### src/rtl/fifo_write_arbiter_if.sv
// rtl/fifo_write_arbiter_if.sv - producer/FIFO-side signal bundle for fifo_write_arbiter
interface fifo_write_arbiter_if #(
  parameter int NUM_REQ = 3,
  parameter int WIDTH   = 8,
  parameter int DEPTH   = 8
);
  localparam int IDW = $clog2(NUM_REQ);
  localparam int CW  = $clog2(DEPTH) + 1;

  logic [NUM_REQ-1:0]       req_valid_in;
  logic [NUM_REQ-1:0]       req_last_in;
  logic [NUM_REQ*WIDTH-1:0] req_data_in;
  logic [NUM_REQ-1:0]       req_ready_out;
  logic                     fifo_wr_en_out;
  logic [IDW+WIDTH-1:0]     fifo_data_out;
  logic                     credit_return_in;
  logic [CW-1:0]            credits_out;
  logic                     busy_out;
  logic                     credit_err_out;

  modport slave (
    input  req_valid_in, req_last_in, req_data_in, credit_return_in,
    output req_ready_out, fifo_wr_en_out, fifo_data_out, credits_out,
           busy_out, credit_err_out
  );

  modport master (
    output req_valid_in, req_last_in, req_data_in, credit_return_in,
    input  req_ready_out, fifo_wr_en_out, fifo_data_out, credits_out,
           busy_out, credit_err_out
  );
endinterface

### src/rtl/fifo_write_arbiter.sv
// rtl/fifo_write_arbiter.sv - packet round-robin arbiter sharing one FIFO write port
// Credits mirror FIFO free space; each written word carries its source ID.
module fifo_write_arbiter #(
  parameter int NUM_REQ = 3,
  parameter int WIDTH   = 8,
  parameter int DEPTH   = 8
) (
  input logic                clk_in,
  input logic                rst_in,
  fifo_write_arbiter_if.slave bus
);
  localparam int IDW = $clog2(NUM_REQ);
  localparam int CW  = $clog2(DEPTH) + 1;

  typedef enum logic {ARB, BURST} state_t;

  state_t               state_q;
  logic [IDW-1:0]       lock_q;
  logic [IDW-1:0]       rr_ptr_q;
  logic [CW-1:0]        credits_q;
  logic                 wr_en_q;
  logic [IDW+WIDTH-1:0] data_q;
  logic                 busy_q;
  logic                 err_q;

  logic [NUM_REQ-1:0]   ready_d;
  logic [IDW-1:0]       winner_d;
  logic                 grant_d;
  logic [IDW-1:0]       next_ptr_d;
  logic                 last_d;
  logic [WIDTH-1:0]     payload_d;

  always_comb begin
    int idx;
    idx      = 0;
    ready_d  = '0;
    winner_d = lock_q;
    grant_d  = 1'b0;
    if (!rst_in && credits_q != '0) begin
      if (state_q == BURST) begin
        grant_d = bus.req_valid_in[lock_q];
      end else begin
        // Scan from the farthest offset down so the nearest valid requester wins.
        for (int k = NUM_REQ - 1; k >= 0; k--) begin
          idx = int'(rr_ptr_q) + k;
          if (idx >= NUM_REQ) idx = idx - NUM_REQ;
          if (bus.req_valid_in[IDW'(idx)]) begin
            grant_d  = 1'b1;
            winner_d = IDW'(idx);
          end
        end
      end
      ready_d[winner_d] = grant_d;
    end
  end

  assign last_d     = bus.req_last_in[winner_d];
  assign payload_d  = bus.req_data_in[int'(winner_d)*WIDTH +: WIDTH];
  assign next_ptr_d = (winner_d == IDW'(NUM_REQ - 1)) ? '0 : winner_d + IDW'(1);

  always_ff @(posedge clk_in or posedge rst_in) begin
    if (rst_in) begin
      state_q   <= ARB;
      lock_q    <= '0;
      rr_ptr_q  <= '0;
      credits_q <= CW'(DEPTH);
      wr_en_q   <= 1'b0;
      data_q    <= '0;
      busy_q    <= 1'b0;
      err_q     <= 1'b0;
    end else begin
      wr_en_q <= grant_d;
      if (grant_d) begin
        data_q <= {winner_d, payload_d};
        if (last_d) begin
          state_q  <= ARB;
          busy_q   <= 1'b0;
          rr_ptr_q <= next_ptr_d;
        end else begin
          state_q <= BURST;
          busy_q  <= 1'b1;
          lock_q  <= winner_d;
        end
      end
      // A simultaneous take and return cancel out.
      if (grant_d && !bus.credit_return_in) begin
        credits_q <= credits_q - CW'(1);
      end else if (!grant_d && bus.credit_return_in) begin
        if (credits_q == CW'(DEPTH)) err_q <= 1'b1;
        else credits_q <= credits_q + CW'(1);
      end
    end
  end

  assign bus.req_ready_out  = ready_d;
  assign bus.fifo_wr_en_out = wr_en_q;
  assign bus.fifo_data_out  = data_q;
  assign bus.credits_out    = credits_q;
  assign bus.busy_out       = busy_q;
  assign bus.credit_err_out = err_q;
endmodule

### src/flat_wrapper.sv
// flat-port wrapper written by rule: the top's interface ports become plain ports
module fifo_write_arbiter_flat 
#(
  parameter int NUM_REQ = 3,
  parameter int WIDTH   = 8,
  parameter int DEPTH   = 8
)
  (clk_in, rst_in, bus_req_valid_in, bus_req_last_in, bus_req_data_in, bus_credit_return_in, bus_req_ready_out, bus_fifo_wr_en_out, bus_fifo_data_out, bus_credits_out, bus_busy_out, bus_credit_err_out);
  fifo_write_arbiter_if #(.NUM_REQ(NUM_REQ), .WIDTH(WIDTH), .DEPTH(DEPTH)) bus_i ();
  input logic clk_in;
  input logic rst_in;
  input wire logic [$bits(bus_i.req_valid_in)-1:0] bus_req_valid_in;
  input wire logic [$bits(bus_i.req_last_in)-1:0] bus_req_last_in;
  input wire logic [$bits(bus_i.req_data_in)-1:0] bus_req_data_in;
  input wire logic [$bits(bus_i.credit_return_in)-1:0] bus_credit_return_in;
  output wire logic [$bits(bus_i.req_ready_out)-1:0] bus_req_ready_out;
  output wire logic [$bits(bus_i.fifo_wr_en_out)-1:0] bus_fifo_wr_en_out;
  output wire logic [$bits(bus_i.fifo_data_out)-1:0] bus_fifo_data_out;
  output wire logic [$bits(bus_i.credits_out)-1:0] bus_credits_out;
  output wire logic [$bits(bus_i.busy_out)-1:0] bus_busy_out;
  output wire logic [$bits(bus_i.credit_err_out)-1:0] bus_credit_err_out;
  assign bus_i.req_valid_in = bus_req_valid_in;
  assign bus_i.req_last_in = bus_req_last_in;
  assign bus_i.req_data_in = bus_req_data_in;
  assign bus_i.credit_return_in = bus_credit_return_in;
  assign bus_req_ready_out = bus_i.req_ready_out;
  assign bus_fifo_wr_en_out = bus_i.fifo_wr_en_out;
  assign bus_fifo_data_out = bus_i.fifo_data_out;
  assign bus_credits_out = bus_i.credits_out;
  assign bus_busy_out = bus_i.busy_out;
  assign bus_credit_err_out = bus_i.credit_err_out;
  fifo_write_arbiter #(.NUM_REQ(NUM_REQ), .WIDTH(WIDTH), .DEPTH(DEPTH)) u_core (.clk_in(clk_in), .rst_in(rst_in), .bus(bus_i));
endmodule
### config.mk
export PLATFORM = sky130hd
export DESIGN_NAME = fifo_write_arbiter_flat
export DESIGN_NICKNAME = d
export VERILOG_FILES = /design/src/rtl/fifo_write_arbiter_if.sv /design/src/rtl/fifo_write_arbiter.sv /design/src/flat_wrapper.sv
export SDC_FILE = /design/constraint.sdc
export NUM_CORES = 1
export LEC_CHECK = 0
export CORE_ASPECT_RATIO = 1.5
export CORE_UTILIZATION = 46
export CTS_CLUSTER_DIAMETER = 60
export DETAILED_ROUTE_END_ITERATION = 8
export PLACE_DENSITY = 0.86
export SYNTH_ARGS = -nofsm -noshare
export SYNTH_HDL_FRONTEND = slang
export SYNTH_SLANG_ARGS = --single-unit
### constraint.sdc
create_clock -name clk_in -period 3.4 [get_ports clk_in]
set_input_delay 0.68 -clock clk_in [delete_from_list [all_inputs] [get_ports clk_in]]
set_output_delay 0.68 -clock clk_in [all_outputs]
set_load 0.1 [all_outputs]
==> results of run 1 <==
## final cells by class
cell class	count	area, um2	share of cell area [%]
tap	40	50.0	2.23
multi-input combinational	127	968	43.1
sequential	21	538	23.9
timing repair buffer	62	613	27.3
clock buffer	4	45.0	2.00
inverter	9	33.8	1.50
## worst max-delay path, cell delays in order, from the launching register on
cell and delay [ns]:
dfrtp_1 0.40, inv_1 0.06, ha_1 0.44, a2111oi_1 0.16, a211oi_1 0.28, a21oi_1 0.09
or2_2 0.33, clkinv_1 0.12, and2_1 0.22, buf_12 0.20
## cell usage in the layout (no fill, tap or decap), drive strengths merged, types with 6 or more instances in the layout
cell type,n
a21oi,7
buf,21
clkdlybuf4s50,38
dfrtp,20
ha,6
inv,8
nand2,17
nor2,6
nor3,7
o21ai,15
## kinds of logic (layout without fill, tap and decap cells)
logic type / Yosys count / after routing / share of synthesized area [%]
flops: 21 / 21 / 33.7
xor+xnor: 4 / 4 / 2.24
buf+inv: 17 / 75 / 5.75
fa+ha+maj: 6 / 6 / 4.80
mux: 6 / 6 / 4.64
compound gates: 54 / 54 / 28.5
simple gates: 57 / 57 / 20.5
## state kept, by name, indices dropped and copies added, names as in the netlist
signal / count
u_core.bus.fifo_wr_en_out: 1
u_core.bus.fifo_data_out: 10
u_core.rr_ptr_q: 2
u_core.bus.busy_out: 1
u_core.bus.credit_err_out: 1
u_core.bus.credits_out: 4
u_core.lock_q: 2
## through the flow
step | area (um2) | setup slack (ns)
global placement | 2180 | 0.00976
finish | 2250 | 0.152
detailed placement | 2180 | -0.0878
floorplan | 1590 | 0.0241
global route | 2250 | 0.00943
CTS | 2220 | 0.000224
## what timing repair did
action,CTS,global route
endpoints found under the setup margin,0,6
hold endpoints to repair,0,0
buffers inserted,0,1
resized for setup,0,8
## per-layer routing
layer	global-route usage [%]	vias to the layer above	routed length, um
li1	-	726	-
met1	26.4	734	1730
met2	46.8	50	2370
met3	3.93	6	169
met4	9.84	0	74
met5	0	-	0
## worst max path at each step
stage	endpoint	cells after the start
after floorplan	bus_req_ready_out[0]	10
after global placement	u_core.bus.credits_out[2]	14
after detailed placement	u_core.bus.credits_out[0]	12
after CTS	bus_req_ready_out[2]	9
after global routing	bus_req_ready_out[1]	9
final	bus_req_ready_out[1]	9
==> flow_summary_export.csv, run 1 <==
group,metric,value,unit
run_status,status,"finished clean",
yosys,synthCells,165,
global_route,grt_pass1_wl,6880,um
detailed_routing,drt_iter0_markers,60,
worst_setup_path,critPathCaptureType,"primary output",
yosys,syn_nets,204,
global_route,grt_max_degree,22,
cells_and_area,post-route-util,70.5,%
cells_and_area,fill_cells,253,
clocking,cts_tree,"done",
yosys,synth_edf_count,0,
cells_and_area,instances_no_fill,263,
die,core-area,3190,um2
placement,place_congestion,0.809,
global_route,overflow,0,
placement,dp.cells,258,
yosys,synthTopCellsByCount,"dfrtp_1, nand2_1, o21ai_0",
placement,dp_hpwl,3360,um
clocking,h-tree-depth,1,
sta,max_slew_margin,34.0,%
worst_setup_path,cp_max_fo,13,
clocking,clk_path_buf_depth,2,
worst_setup_path,rr_worst_depth,14,
detailed_routing,vias_per_cell,5.76,
worst_setup_path,arrival,2.57,ns
clocking,root_buffer,"clkbuf_8",
worst_setup_path,crit_start,"u_core.rr_ptr_q[1]",
die,die_h,73.4,um
detailed_routing,first_pass_iters,4,
sta,tightest_slew,0.987,ns
yosys,yosysUniqueCellTypes,56,
worst_hold_path,min_from,"u_core.bus.credit_err_out",
worst_hold_path,worst_hold_path.num_cells,1,
worst_setup_path,rrSetupSlack,0.32,ns
clocking,cts_hold_buffers,0,
detailed_routing,wl,4340,um
clocking,clkTransAtPathRegs,0.08,ns
yosys,syn_avg_cell_area,9.49,um2
placement,port_buffers,52,
worst_setup_path,critPathRequiredTime,2.72,ns
cells_and_area,final_nets,263,
die,die_w,49.6,um
clocking,clock-sinks,21,
run,max_cap_violations,0,
sta,fin_skew,0.00212,ns
worst_setup_path,r2r_end,"u_core.bus.credits_out[2]",
worst_setup_path,cp-start-kind,"register",
yosys,ys_seq_area_share,33.7,%
die,die_area,3640,um2
yosys,yosys.area.top_type,"dfrtp_1",
sta,tns,0,ns
worst_setup_path,path_class,"register to primary output",
sta,drv_slew,0,
detailed_routing,vias,1516,
die,initial_utilization,49.1,%
global_route,grt_pass1_vias,1500,
cells_and_area,drive_gt1_share,24.2,%
yosys,ys_async_sr_fraction,100,%
worst_hold_path,min_to,"u_core.bus.credit_err_out",
yosys,ys.flop_type,"dfrtp_1",
cells_and_area,area_growth,43.6,%
sta,finalSetupViolCount,0,
yosys,synthesis.area,1570,um2
sta,hold_slack,0.465,ns
sta,rsz0062_at_grt,"no",
sta,final_hold_viol_count,0,
sta,fin_crit,3.25,ns
yosys,yosysTopAreaCellShare,32.0,%
global_route,track_usage,24.6,%
die,ios,53,
worst_hold_path,hp-class,"register to register",
sta,fmax,308,MHz
clocking,numCtsBuffers,3,
global_route,antenna_found_initial,0,
cells_and_area,diodes,0,
detailed_routing,drc,0,
clocking,clk_latency,0.26,ns
yosys,ys_top_cells_by_area,"dfrtp_1, ha_1, nand2_1",
yosys,yosysMostFrequentCell,"dfrtp_1",
yosys,ys_seq_elements,21,
detailed_routing,drtAntennaViolNets,0,
yosys,synth_warnings,0,
die,rows,25,
detailed_routing,wl_per_cell,16.5,um
worst_setup_path,rr_startpoint,"u_core.rr_ptr_q[1]",
sta,min_period_over_period,95.5,%
Power of run 1 is left out: the tool's default activity adds up to more than one toggle a clock period on the data nets, which glitch-free logic cannot reach.
==> run 2, diff against run 1 <==
--- a/config.mk
+++ b/config.mk
@@ -9,7 +9,9 @@
 export CORE_UTILIZATION = 46
 export CTS_CLUSTER_DIAMETER = 60
 export DETAILED_ROUTE_END_ITERATION = 8
+export HOLD_SLACK_MARGIN = 0.05
 export PLACE_DENSITY = 0.86
+export SLEW_MARGIN = 20
 export SYNTH_ARGS = -nofsm -noshare
 export SYNTH_HDL_FRONTEND = slang
 export SYNTH_SLANG_ARGS = --single-unit
==> results of run 2 <==
Same layout as run 1: the final DEF is identical, and so are final timing and power.
Power of run 2 is left out for the same reason.
